## src/rtl/trojan_scan_pkg.sv

```systemverilog
// ---------------------------------------------------------------------------
// trojan_scan_pkg : shared types and sizes for the trojan scan controller
// Rev 1.0
// ---------------------------------------------------------------------------
`default_nettype none

package trojan_scan_pkg;

   localparam int VEC_W   = 5;
   localparam int NUM_VEC = 32;
   localparam int CNT_W   = 6;

   typedef enum logic [2:0] {
      S_IDLE    = 3'd0,
      S_APPLY   = 3'd1,
      S_SETTLE  = 3'd2,
      S_COMPARE = 3'd3,
      S_DONE    = 3'd4
   } state_t;

endpackage

`default_nettype wire

```

## src/rtl/trojan_scan_ctrl_if.sv

```systemverilog
// ---------------------------------------------------------------------------
// trojan_scan_ctrl_if : control, stimulus and result bundle of the scan controller
// Rev 1.0
// ---------------------------------------------------------------------------
`default_nettype none

interface trojan_scan_ctrl_if;
   import trojan_scan_pkg::*;

   logic             start;
   logic             abort;
   logic [VEC_W-1:0] dut_in;
   logic             dut_y;
   logic             gold_y;
   logic             busy;
   logic             done;
   logic             pass;
   logic [CNT_W-1:0] mismatch_cnt;
   logic             first_fail_valid;
   logic [VEC_W-1:0] first_fail_vec;

   modport master (
      output start, abort, dut_y, gold_y,
      input  dut_in, busy, done, pass, mismatch_cnt, first_fail_valid, first_fail_vec
   );

   modport slave (
      input  start, abort, dut_y, gold_y,
      output dut_in, busy, done, pass, mismatch_cnt, first_fail_valid, first_fail_vec
   );

endinterface

`default_nettype wire

```

## src/rtl/trojan_scan_ctrl.sv

```systemverilog
// ---------------------------------------------------------------------------
// trojan_scan_ctrl : applies all 32 input vectors to a DUT and its golden copy,
// counting output mismatches. Option TROJAN_SCAN_STOP_ON_FAIL_EN ends at first mismatch.
// Rev 1.0
// ---------------------------------------------------------------------------
`default_nettype none

module trojan_scan_ctrl
   import trojan_scan_pkg::*;
#(
   parameter int SETTLE_CYCLES = 2
) (
   input  wire logic         clk,
   input  wire logic         rst,
   trojan_scan_ctrl_if.slave bus
);

   localparam logic [3:0]       SETTLE_LAST = 4'(SETTLE_CYCLES - 1);
   localparam logic [CNT_W-1:0] LAST_VEC    = CNT_W'(NUM_VEC - 1);
   localparam logic [CNT_W-1:0] CNT_MAX     = CNT_W'(NUM_VEC);

   state_t           state;
   state_t           state_nxt;
   logic [CNT_W-1:0] vec_idx;
   logic [3:0]       settle_cnt;
   logic             done_q;
   logic [CNT_W-1:0] mis_cnt;
   logic             ff_valid;
   logic [VEC_W-1:0] ff_vec;

   logic start_ok;
   logic mismatch;
   logic stop_hit;
   logic busy;
   logic do_compare;
   logic count_mis;

   assign start_ok = (state == S_IDLE) && bus.start && !bus.abort;
   assign mismatch = (bus.dut_y != bus.gold_y);

`ifdef TROJAN_SCAN_STOP_ON_FAIL_EN
   assign stop_hit = mismatch;
`else
   assign stop_hit = 1'b0;
`endif

   // state register
   always_ff @(posedge clk) begin
      if (rst) state <= S_IDLE;
      else     state <= state_nxt;
   end

   // next-state logic; abort pre-empts every active state
   always_comb begin
      state_nxt = state;
      case (state)
         S_IDLE:    if (start_ok) state_nxt = S_APPLY;
         S_APPLY:   state_nxt = bus.abort ? S_IDLE : S_SETTLE;
         S_SETTLE: begin
            if (bus.abort)                      state_nxt = S_IDLE;
            else if (settle_cnt == SETTLE_LAST) state_nxt = S_COMPARE;
         end
         S_COMPARE: begin
            if (bus.abort)                           state_nxt = S_IDLE;
            else if (stop_hit || vec_idx == LAST_VEC) state_nxt = S_DONE;
            else                                     state_nxt = S_APPLY;
         end
         S_DONE:    state_nxt = S_IDLE;
         default:   state_nxt = S_IDLE;
      endcase
   end

   // output / strobe decode
   always_comb begin
      busy       = 1'b0;
      do_compare = 1'b0;
      case (state)
         S_APPLY, S_SETTLE: busy = 1'b1;
         S_COMPARE: begin
            busy       = 1'b1;
            do_compare = !bus.abort;
         end
         default: ;
      endcase
   end

   assign count_mis = do_compare && mismatch;

   always_ff @(posedge clk) begin
      if (rst) begin
         vec_idx    <= '0;
         settle_cnt <= '0;
         done_q     <= 1'b0;
         mis_cnt    <= '0;
         ff_valid   <= 1'b0;
         ff_vec     <= '0;
      end else if (start_ok) begin
         vec_idx    <= '0;
         settle_cnt <= '0;
         done_q     <= 1'b0;
         mis_cnt    <= '0;
         ff_valid   <= 1'b0;
         ff_vec     <= '0;
      end else begin
         if (state == S_APPLY)  settle_cnt <= '0;
         if (state == S_SETTLE) settle_cnt <= settle_cnt + 4'd1;
         if (count_mis) begin
            if (mis_cnt != CNT_MAX) mis_cnt <= mis_cnt + CNT_W'(1);
            if (!ff_valid) begin
               ff_valid <= 1'b1;
               ff_vec   <= vec_idx[VEC_W-1:0];
            end
         end
         if (do_compare && state_nxt == S_APPLY) vec_idx <= vec_idx + CNT_W'(1);
         if (state_nxt == S_DONE)                done_q  <= 1'b1;
      end
   end

   // the vector index doubles as the stimulus pattern
   assign bus.dut_in           = vec_idx[VEC_W-1:0];
   assign bus.busy             = busy;
   assign bus.done             = done_q;
   assign bus.pass             = done_q && (mis_cnt == '0);
   assign bus.mismatch_cnt     = mis_cnt;
   assign bus.first_fail_valid = ff_valid;
   assign bus.first_fail_vec   = ff_vec;

endmodule

`default_nettype wire

```

## src/flat_wrapper.sv

```systemverilog
// flat-port wrapper written by rule: the top's interface ports become plain ports
module trojan_scan_ctrl_flat import trojan_scan_pkg::*;
#(
   parameter int SETTLE_CYCLES = 2
)
  (clk, rst, bus_start, bus_abort, bus_dut_y, bus_gold_y, bus_dut_in, bus_busy, bus_done, bus_pass, bus_mismatch_cnt, bus_first_fail_valid, bus_first_fail_vec);
  trojan_scan_ctrl_if bus_i ();
  input  wire logic clk;
  input  wire logic rst;
  input wire logic [$bits(bus_i.start)-1:0] bus_start;
  input wire logic [$bits(bus_i.abort)-1:0] bus_abort;
  input wire logic [$bits(bus_i.dut_y)-1:0] bus_dut_y;
  input wire logic [$bits(bus_i.gold_y)-1:0] bus_gold_y;
  output wire logic [$bits(bus_i.dut_in)-1:0] bus_dut_in;
  output wire logic [$bits(bus_i.busy)-1:0] bus_busy;
  output wire logic [$bits(bus_i.done)-1:0] bus_done;
  output wire logic [$bits(bus_i.pass)-1:0] bus_pass;
  output wire logic [$bits(bus_i.mismatch_cnt)-1:0] bus_mismatch_cnt;
  output wire logic [$bits(bus_i.first_fail_valid)-1:0] bus_first_fail_valid;
  output wire logic [$bits(bus_i.first_fail_vec)-1:0] bus_first_fail_vec;
  assign bus_i.start = bus_start;
  assign bus_i.abort = bus_abort;
  assign bus_i.dut_y = bus_dut_y;
  assign bus_i.gold_y = bus_gold_y;
  assign bus_dut_in = bus_i.dut_in;
  assign bus_busy = bus_i.busy;
  assign bus_done = bus_i.done;
  assign bus_pass = bus_i.pass;
  assign bus_mismatch_cnt = bus_i.mismatch_cnt;
  assign bus_first_fail_valid = bus_i.first_fail_valid;
  assign bus_first_fail_vec = bus_i.first_fail_vec;
  trojan_scan_ctrl #(.SETTLE_CYCLES(SETTLE_CYCLES)) u_core (.clk(clk), .rst(rst), .bus(bus_i));
endmodule
```

## config.mk

```make
export PLATFORM = sky130hd
export DESIGN_NAME = trojan_scan_ctrl_flat
export DESIGN_NICKNAME = d
export VERILOG_FILES = /design/src/rtl/trojan_scan_pkg.sv /design/src/rtl/trojan_scan_ctrl_if.sv /design/src/rtl/trojan_scan_ctrl.sv /design/src/flat_wrapper.sv
export SDC_FILE = /design/constraint.sdc
export NUM_CORES = 1
export LEC_CHECK = 0
export CORE_UTILIZATION = 50
export CTS_BUF_LIST = sky130_fd_sc_hd__clkbuf_4
export DETAILED_ROUTE_END_ITERATION = 10
export PLACE_DENSITY = 0.87
export SLEW_MARGIN = 20
export SYNTH_ARGS = -nofsm -noshare
export SYNTH_HDL_FRONTEND = slang
export SYNTH_SLANG_ARGS = --single-unit
export TNS_END_PERCENT = 20
```

## constraint.sdc

```tcl
create_clock -name clk -period 4.1 [get_ports clk]
set_input_delay 0.82 -clock clk [delete_from_list [all_inputs] [get_ports clk]]
set_output_delay 0.82 -clock clk [all_outputs]
set_load 0.1 [all_outputs]
```

# --- Word level (Yosys, flattened, before mapping) ---
# Cells that the tools add are included.
classes:
  magnitude_cmp: 0
  div: 0
  n_reduce_logical: 13
  n_eq_ne: 9
  mul: 0
  bitwise_logic: 1
  n_shift: 0
  n_addsub: 3
  n_mux: 11
op_table:
  columns: ["operator", "count"]
  rows:
  - ["3-bit two-way mux", 5]
  - ["6-bit by 1-bit adder with 6-bit output (second input constant)", 2]
  - ["3-bit case mux with 4 select lines", 1]
  - ["4-bit two-way mux", 2]
  - ["3-bit by 1-bit equality test with 1-bit output (second input constant)", 2]
  - ["3-bit by 2-bit equality test with 1-bit output (second input constant)", 2]
  - ["6-bit by 5-bit equality test with 1-bit output (second input constant)", 1]
  - ["6-bit zero test", 1]
  - ["6-bit != test (second input constant)", 1]
  - ["1-bit logical AND", 5]
  - ["4-bit by 1-bit adder with 4-bit output (second input constant)", 1]
  - ["4-bit by 1-bit equality test with 1-bit output (second input constant)", 1]
  - ["2-bit AND reduction", 2]
  - ["3-bit equality test (second input constant)", 1]
  - ["3-bit zero test", 1]
  - ["3-bit OR reduction", 1]
  - ["1-bit two-way mux", 2]
  - ["2-bit two-way mux", 1]
  - ["2-bit nonzero test", 1]
  - ["2-bit OR reduction", 1]
  - ["1-bit zero test", 1]
  - ["1-bit != test", 1]
  - ["1-bit NOT", 1]
totals:
  output_inout_bits: 20
  mem_bits_ro: 0
  ram_bits: 0
  memories: 0
  inputBits: 6
  register_bits: 26
  latch_bits: 0

# --- Depth between registers and ports, before layout ---
# Gate-level depths: netlist of the first run.
logic_depth:
  ltp_word: 7
  depth_mapped: 6
  ltp_nobuf: 6

# --- Least setup slack after synthesis of the first run ---
# Ideal clock, no wire load.
synth_timing:
  path_kind: "register -> output"
  start: "register u_core.mis_cnt[0], in the netlist u_core.bus.mismatch_cnt[0]"
  end: "output bus_pass"
  slack_ps: 1061
  arrival_ps: 2219
  stages_incl_launch_ff: 5
  cell_sequence: "dfxtp_1 > inv_1 > ha_1 > nor4b_1 > and3b_1"
synth_via:
  elab_chain_cells: 2
synth_lines:
  columns: ["item", "line", "source"]
  rows:
  - ["from (decl)", "trojan_scan_ctrl.sv:27", "logic [CNT_W-1:0] mis_cnt;"]
  - ["from (signal assigned)", "trojan_scan_ctrl.sv:108", "if (mis_cnt != CNT_MAX) mis_cnt <= mis_cnt + CNT_W'(1);"]
  - ["6-bit zero test", "trojan_scan_ctrl.sv:123", "assign bus.pass = done_q && (mis_cnt == '0);"]
  - ["1-bit logical AND", "trojan_scan_ctrl.sv:123", null]
  - ["to (decl)", "flat_wrapper.sv:17", "output wire logic [$bits(bus_i.pass)-1:0] bus_pass;"]
# No other way between the ends.

# --- Worst setup path after layout of the first run ---
layout_timing:
  start: "register u_core.state[1]"
  end: "output bus_busy"
layout_via:
  elab_chain_cells: 3
  elab_cells_between_ends: 5
  cone_classes: "eq/ne: 3; mux: 1; reduce/logical: 1"
layout_lines:
  columns: ["item", "line", "source"]
  rows:
  - ["from (decl)", "trojan_scan_ctrl.sv:22", "state_t state;"]
  - ["from (signal assigned)", "trojan_scan_ctrl.sv:50", "else state <= state_nxt;"]
  - ["3-bit by 2-bit equality test with 1-bit output / 3-bit by 1-bit equality test with 1-bit output (equally long branches)", "trojan_scan_ctrl.sv:77", "case (state)"]
  - ["3-bit OR reduction (no source line) *", null, null]
  - ["1-bit two-way mux *", "trojan_scan_ctrl.sv:77", null]
  - ["to (decl)", "flat_wrapper.sv:15", "output wire logic [$bits(bus_i.busy)-1:0] bus_busy;"]
# Mark *: on every way between the ends. The rest lies on a longest branch, timed or not.

==> flow_summary_export.csv, run 1 <==
group,metric,value,unit
yosys,yosys.area.top_type,"dfxtp_1",
placement,port-buffer-count,25,
global_routing,antenna_found_initial,0,
die,dieHeight,53.8,um
timing,hold_viol,0,
yosys,synth_edf_count,0,
placement,pre_cts_ws,1370,ps
global_routing,grt_usage,0.204,
timing,setup_viol,0,
yosys,async_flop_share,0,
yosys,synth_most_common_cell,"dfxtp_1",
worst_setup_path,crit_path_start_kind,"flip-flop",
final_layout,drive_gt1_frac,0.106,
detailed_routing,top_layer,"met4",
global_routing,grt.overflow.total,0,
yosys,syn_inst,143,
hold_path,hold_path.class,"reg -> reg",
yosys,avgSynthCellArea,9.39,um2
cts,cts_root_buf,"clkbuf_4",
timing,final-max-slew-violation-count,0,
detailed_routing,routed_wl,2610,um
placement,gp_congestion,0.817,
pwr,powerDensity,291,nW/um2
yosys,synth-warning-count,0,
detailed_routing,wl_per_cell,13.7,um
detailed_routing,m1WireLength,1200,um
final_layout,antenna_cells,0,
cts,h-tree-depth,1,
final_layout,ff_latch_area,520,um2
cts,cts_resized,0,
die,dieArea,2900,um2
cts,post_cts_buffers,0,
final_layout,multiInputGateArea,721,um2
job,maxCapViolations,0,
global_routing,grt_pass1_wl,4220,um
timing,rsz0062_at_grt,"no",
die,rows,18,
cts,cts_tree,"done",
worst_setup_path,end_kind,"output pin",
timing,max_slew_margin,0.335,
detailed_routing,drt_first_pass_iters,4,
worst_setup_path,required,3280,ps
timing,max_freq,323,MHz
detailed_routing,drcViolationCount,0,
yosys,synth-seq-area-share,0.388,
yosys,ys_types,38,
timing,hold_ws,518,ps
die,io-pin-count,26,
detailed_routing,met2WireLength,1220,um
global_routing,grt_max_degree,24,
pwr,ir_drop,0.231,mV
die,dieWidth,53.8,um
yosys,ys.flop_type,"dfxtp_1",
timing,worst-slew-pin-transition,994,ps
worst_setup_path,cp_max_fo,13,
cts,clk-insertion-delay-late,340,ps
yosys,synthTopCellsByArea,"dfxtp_1 (39%), nor2_1 (6.4%), mux2i_1 (6.0%), ha_1 (4.7%), buf_4 (3.4%)",
cts,clock_tree.buffer_depth,2,
pwr,finalPower,465,uW
yosys,synth.top_cell.area_share,0.388,
cts,ctsHoldBuffers,0,
timing,setup_tns,0,ps
outcome,status,"completed",
cts,clkTransAtPathRegs,150,ps
detailed_routing,antenna_left,0,
worst_setup_path,path_class,"reg -> out",
global_routing,grt_pass1_vias,955,
yosys,mappedNetlistArea,1340,um2
detailed_routing,dr.first_iter.drc_count,24,
detailed_routing,vias_per_cell,5.47,
final_layout,syn_to_final_growth,19.0,%
detailed_routing,via_count,1044,
cts,cts.sink_count,26,
detailed_routing,wl_met3,92,um
die,coreArea,2500,um2
placement,hpwl,1880,um
final_layout,nNetsFinal,173,
yosys,syn_nets,154,
die,start_util,0.537,
worst_setup_path,crit_arrival,2270,ps
yosys,synthTopCellsByCount,"dfxtp_1 (26), nor2_1 (23), mux2i_1 (8), buf_4 (6)",
cts,cts_made_buffers,3,
timing,fin_crit,3090,ps
final_layout,fillCellCount,210,
timing,fin_skew,13.9,ps
timing,finalWorstSetupSlack,1010,ps
yosys,ys_ff_latch,26,
pwr,p_leak,0.000542,uW
timing,period_share,0.755,
## placed cells by master (no fill, tap or decap), types with 2 or more instances in the layout
cell type	instances
clkdlybuf4s50_1	24
xor2_1	4
a21oi_1	5
nand2b_1	2
o211ai_1	2
o21ai_0	3
nor2_2	5
nor2_1	23
nor4_1	2
a21o_1	2
nor4_2	2
ha_1	5
a22oi_1	3
nand2_1	3
inv_1	5
and3_1	2
dfxtp_1	26
mux2i_1	8
nor3_1	5
xnor2_1	5
and2_1	2
nor4b_1	2
clkbuf_4	3
nand3_1	3
## layout make-up
cell class	instances	area share
Clock inverter	1	0.0188
Clock buffer	3	0.0141
Tap cell	30	0.0235
Sequential cell	26	0.326
Timing Repair Buffer	25	0.155
Multi-Input combinational cell	101	0.451
Inverter	5	0.0117
## critical path: stages, from the launching register on
cell and delay [ps]:
dfxtp_1 620, nor2_1 70, nor2_1 110, clkdlybuf4s50_1 1140
## report_power, final
group,switching (uW),internal (uW)
registers,2.55,254
clock network,81.4,99.1
logic,18.2,10.0
total,102,363
## sequential cells by signal, indices dropped and copies added (netlist names)
| name | cells |
|---|---|
| u_core.bus.mismatch_cnt | 6 |
| u_core.state | 3 |
| u_core.bus.first_fail_valid | 1 |
| u_core.bus.done | 1 |
| u_core.vec_idx | 6 |
| u_core.settle_cnt | 4 |
| u_core.bus.first_fail_vec | 5 |
## cell families (layout without fill, tap and decap cells)
kind of cell | Yosys count | in the layout | share of synthesized area
simple gates | 57 | 57 | 0.253
flops | 26 | 26 | 0.388
compound gates | 20 | 20 | 0.0988
buf+inv | 16 | 34 | 0.0755
xor+xnor | 10 | 10 | 0.0708
mux | 9 | 9 | 0.0680
fa+ha+maj | 5 | 5 | 0.0466
## routing by layer
metal	vias up	track usage
met5	-	0
met4	0	0.127
met3	10	0.0282
li1	525	-
met1	481	0.266
met2	28	0.313
## stage by stage
stage          cell area (um2)   util  instances
6_report                  1600  0.639        191
2_1_floorplan             1340      -        143
4_1_cts                   1600  0.639        191
3_5_place_dp              1550  0.618        187
3_3_place_gp              1550  0.618        187
5_1_grt                   1600  0.639        191
## path summary, 6_finish.rpt
check	from	endpoint	slack (ps)	depth (start not counted)
max reg2reg	u_core.state[1]	u_core.bus.first_fail_vec[0]	2370	4
max	u_core.state[1]	bus_busy	1010	3
min	u_core.bus.first_fail_vec[4]	u_core.bus.first_fail_vec[4]	520	2
min reg2reg	u_core.bus.first_fail_vec[4]	u_core.bus.first_fail_vec[4]	520	2
(Power assumes the default switching activity.)
==> run 2, diff against run 1 <==
--- a/config.mk
+++ b/config.mk
@@ -5,10 +5,10 @@
 export SDC_FILE = /design/constraint.sdc
 export NUM_CORES = 1
 export LEC_CHECK = 0
-export CORE_UTILIZATION = 50
+export CORE_UTILIZATION = 48
 export CTS_BUF_LIST = sky130_fd_sc_hd__clkbuf_4
 export DETAILED_ROUTE_END_ITERATION = 10
-export PLACE_DENSITY = 0.87
+export PLACE_DENSITY = 0.88
 export SLEW_MARGIN = 20
 export SYNTH_ARGS = -nofsm -noshare
 export SYNTH_HDL_FRONTEND = slang
==> constraint.sdc (replaced) <==
create_clock -name clk -period 2.8 [get_ports clk]
set_input_delay 0.56 -clock clk [delete_from_list [all_inputs] [get_ports clk]]
set_output_delay 0.56 -clock clk [all_outputs]
set_load 0.1 [all_outputs]
==> run 2 against run 1 <==
Against the previous run:
- global-route usage shrank 2.0 points
- final cell count up 0.52%
- sequential power increased by 46%
- sequential cell count did not move
==> flow_summary_export.csv, run 2 (synthesis gave the netlist of run 1 again) <==
group,metric,value,unit
outcome,status,"completed",
timing,setup_tns,0,ps
global_routing,grt_pass1_wl,3930,um
global_routing,grt.overflow.total,0,
timing,worst-slew-pin-transition,614,ps
global_routing,antenna_found_initial,0,
final_layout,syn_to_final_growth,15.0,%
worst_setup_path,path_cells,"inv_1, ha_1, nor4b_1, and3b_1, buf_12",
detailed_routing,vias_per_cell,5.48,
detailed_routing,antenna_left,0,
worst_setup_path,crit_arrival,1910,ps
cts,h-tree-depth,1,
placement,port-buffer-count,25,
hold_path,hold_path.class,"reg -> reg",
timing,fin_crit,2470,ps
cts,cts.sink_count,26,
timing,fin_skew,5.76,ps
final_layout,antenna_cells,0,
final_layout,final_cells,192,
worst_setup_path,end_kind,"output pin",
timing,hold_viol,0,
worst_setup_path,setup.reg_to_reg.worst_slack,1010,ps
cts,ctsHoldBuffers,0,
detailed_routing,wl_per_cell,13.5,um
cts,post_cts_buffers,0,
detailed_routing,dr.first_iter.drc_count,18,
pwr,p_leak,0.000576,uW
cts,cts_resized,0,
placement,gp_congestion,0.789,
die,dieArea,3010,um2
pwr,powerDensity,374,nW/um2
final_layout,layout_commonest_cell,"dfxtp_1",
worst_setup_path,cp_max_fo,5,
final_layout,drive_gt1_frac,0.222,
global_routing,grt_pass1_vias,951,
cts,clock_tree.buffer_depth,2,
timing,rsz0062_at_grt,"no",
die,rows,18,
pwr,ir_drop,0.324,mV
detailed_routing,routed_wl,2580,um
placement,dp.cells,188,
global_routing,grt_usage,0.184,
timing,max_freq,404,MHz
worst_setup_path,crit_slowest_cell,"nor4b_1",
detailed_routing,drcViolationCount,0,
die,io-pin-count,26,
job,maxCapViolations,0,
worst_setup_path,path_class,"reg -> out",
timing,max_slew_margin,0.585,
timing,period_share,0.883,
placement,post_dp_cell_area,1520,um2
cts,cts_made_buffers,3,
placement,hpwl,1910,um
die,dieHeight,54.9,um
final_layout,design_area,1540,um2
worst_setup_path,required,2240,ps
final_layout,nNetsFinal,174,
die,dieWidth,54.9,um
final_layout,final_core_util,0.601,
cts,clk-insertion-delay-late,320,ps
global_routing,grt_max_degree,20,
cts,clkTransAtPathRegs,140,ps
worst_setup_path,crit_path_start_kind,"flip-flop",
die,start_util,0.523,
die,coreArea,2570,um2
timing,final-max-slew-violation-count,0,
timing,setup_viol,0,
cts,cts_root_buf,"clkbuf_4",
worst_setup_path,cpPeakStageDelay,510,ps
cts,cts_tree,"done",
final_layout,layout_common_cells,"dfxtp_1 (26), nor2_1 (23), buf_4 (20)",
detailed_routing,via_count,1052,
detailed_routing,drt_first_pass_iters,4,
[run 2: worst paths after layout]
path	start	endpoint	depth (start not counted)
max	u_core.bus.mismatch_cnt[0]	bus_pass	5
min	u_core.bus.done	u_core.bus.done	2
max reg2reg	u_core.state[1]	u_core.bus.first_fail_vec[1]	4
min reg2reg	u_core.bus.done	u_core.bus.done	2
[run 2: final cells by class]
type	instances	area, um2
inverters	5	18.8
clock inverters	1	3.75
multi-input cells	101	721
well taps	30	37.5
flip-flops and latches	26	520
fillers	234	1020
clock buffers	3	22.5
repair buffers	26	220
[run 2: routing by layer]
layer | share of wire | GRT usage
met5 | 0 | 0
met4 | 0 | 0.0385
met3 | 0.044 | 0.0500
met2 | 0.51 | 0.343
met1 | 0.44 | 0.203
[run 2: critical path: cells and delay by family, from the launching register on]
family,cells,cell delay [ps]
fa+ha+maj,1,130
flops,1,380
buf+inv,2,250
simple gates,2,820
[run 2: report_power, final]
group          switching [uW]  total (uW)  internal, uW
combinational            26.7        42.3          15.6
clock                     107         160          52.3
sequential               3.92         375           371
total                     138         577           439
[run 2: stage by stage]
stage	worst slack, ps	hold slack (ps)	total power [uW]
6_report	326	517	577
3_3_place_gp	639	475	424
3_5_place_dp	554	495	426
5_1_grt	171	548	599
2_1_floorplan	20.7	485	411
4_1_cts	337	528	580
==> run 3, diff against run 2 <==
--- a/config.mk
+++ b/config.mk
@@ -9,6 +9,7 @@
 export CTS_BUF_LIST = sky130_fd_sc_hd__clkbuf_4
 export DETAILED_ROUTE_END_ITERATION = 10
 export PLACE_DENSITY = 0.88
+export REMOVE_ABC_BUFFERS = 1
 export SLEW_MARGIN = 20
 export SYNTH_ARGS = -nofsm -noshare
 export SYNTH_HDL_FRONTEND = slang
==> run 3 against run 2 <==
Against the previous run:
- final cell count did not move
- power rose by 0.64%
- largest power group unchanged
- non-clock buffer count did not move
- combinational power barely moved
- critical path depth did not move
- sequential power barely moved
- sequential cell count did not move
==> flow_summary_export.csv, run 3 (synthesis gave the netlist of run 1 again) <==
group,metric,value,unit
cts,cts_resized,0,
worst_setup_path,path_buf_inv,2,
cts,clock_tree.buffer_depth,2,
final_layout,layout_commonest_cell,"dfxtp_1",
final_layout,drive_gt1_frac,0.222,
placement,port-buffer-count,25,
detailed_routing,via_count,1054,
global_routing,antenna_found_initial,0,
global_routing,grt_pass1_vias,1003,
timing,setup_tns,0,ps
die,start_util,0.523,
pwr,powerDensity,376,nW/um2
final_layout,layout_common_cells,"dfxtp_1 (26), nor2_1 (23), buf_4 (20)",
cts,clkTransAtPathRegs,130,ps
detailed_routing,drt_first_pass_iters,4,
global_routing,grtUsageMet3,0.0611,
worst_setup_path,end_kind,"output pin",
final_layout,design_area,1540,um2
cts,ctsHoldBuffers,0,
final_layout,nNetsFinal,174,
timing,rsz0062_at_grt,"no",
timing,max_freq,398,MHz
detailed_routing,dr.first_iter.drc_count,10,
placement,gp_congestion,0.794,
timing,setup_viol,0,
worst_setup_path,path_cells,"inv_1, ha_1, nor4b_1, and3b_1, buf_12",
placement,dp.cells,188,
job,maxCapViolations,0,
cts,cts_tree,"done",
worst_setup_path,cp_max_fo,5,
global_routing,grt_pass1_wl,4230,um
final_layout,ff_latch_area,520,um2
die,rows,18,
worst_setup_path,path_delay_family,"simple AND/OR/NAND/NOR gates",
worst_setup_path,crit_arrival,1960,ps
detailed_routing,antenna_left,0,
worst_setup_path,path_class,"reg -> out",
cts,cts.sink_count,26,
cts,clk-insertion-delay-late,330,ps
timing,fin_crit,2520,ps
detailed_routing,wl_per_cell,14.0,um
die,dieWidth,54.9,um
final_layout,syn_to_final_growth,15.0,%
global_routing,use_met2,0.351,
die,coreArea,2570,um2
global_routing,grt_max_degree,20,
detailed_routing,drcViolationCount,0,
pwr,p_leak,0.000576,uW
final_layout,antenna_cells,0,
global_routing,grt_usage,0.204,
worst_setup_path,crit_slowest_cell,"nor4b_1",
global_routing,met1_usage,0.223,
worst_setup_path,setup.reg_to_reg.worst_slack,1030,ps
hold_path,hold_path.class,"reg -> reg",
timing,period_share,0.898,
die,io-pin-count,26,
placement,post_dp_cell_area,1520,um2
timing,hold_viol,0,
global_routing,busiest_layer,"met2",
timing,final-max-slew-violation-count,0,
worst_setup_path,crit_path_start_kind,"flip-flop",
die,dieArea,3010,um2
pwr,finalPower,581,uW
final_layout,multiInputGateArea,721,um2
detailed_routing,routed_wl,2690,um
outcome,status,"completed",
cts,cts_made_buffers,3,
cts,post_cts_buffers,0,
placement,hpwl,1960,um
die,dieHeight,54.9,um
pwr,ir_drop,0.375,mV
timing,max_slew_margin,0.585,
worst_setup_path,required,2240,ps
timing,fin_skew,9.87,ps
detailed_routing,vias_per_cell,5.49,
cts,h-tree-depth,1,
final_layout,final_cells,192,
final_layout,fillCellCount,237,
worst_setup_path,cpPeakStageDelay,520,ps
timing,worst-slew-pin-transition,614,ps
cts,cts_root_buf,"clkbuf_4",
global_routing,grt.overflow.total,0,
==> run 3: through the flow <==
stage	worst slack [ps]	utilization	hold slack (ps)
2_1_floorplan	20.7	-	485
3_5_place_dp	572	0.591	499
5_1_grt	162	0.601	556
4_1_cts	272	0.601	527
6_report	285	0.601	520
3_3_place_gp	633	0.591	486
==> run 3: tightest hold or removal path: stages, from the launching register on <==
cell     delay, ps
dfxtp_1        350
mux2i_1         80
nor2_2          70
==> run 3: cell type report <==
type                       count  area share
clock buffer                   3      0.0146
clock inverter                 1     0.00243
multi-input combinational    101       0.467
tap                           30      0.0243
timing repair buffer          26       0.143
sequential                    26       0.337
inverter                       5      0.0122
==> run 3: metal layers <==
layer / vias up / share of wire
li1: 528 / -
met2: 21 / 0.51
met5: - / 0
met4: 0 / 0.022
met3: 8 / 0.032
met1: 497 / 0.44
==> run 3: final timing paths <==
kind / from / endpoint / cells after the start
setup reg to reg: u_core.state[1] / u_core.bus.first_fail_vec[0] / 4
hold / removal: u_core.bus.first_fail_vec[2] / u_core.bus.first_fail_vec[2] / 2
hold reg to reg: u_core.bus.first_fail_vec[2] / u_core.bus.first_fail_vec[2] / 2
setup / recovery: u_core.bus.mismatch_cnt[0] / bus_pass / 5
==> run 3: report_power, final <==
| group | switching, uW | leakage [uW] | internal (uW) | total [uW] |
|---|---|---|---|---|
| registers | 3.90 | 0.000210 | 371 | 375 |
| logic | 26.4 | 0.000351 | 15.6 | 42.0 |
| clock network | 111 | 0.0000154 | 52.4 | 163 |
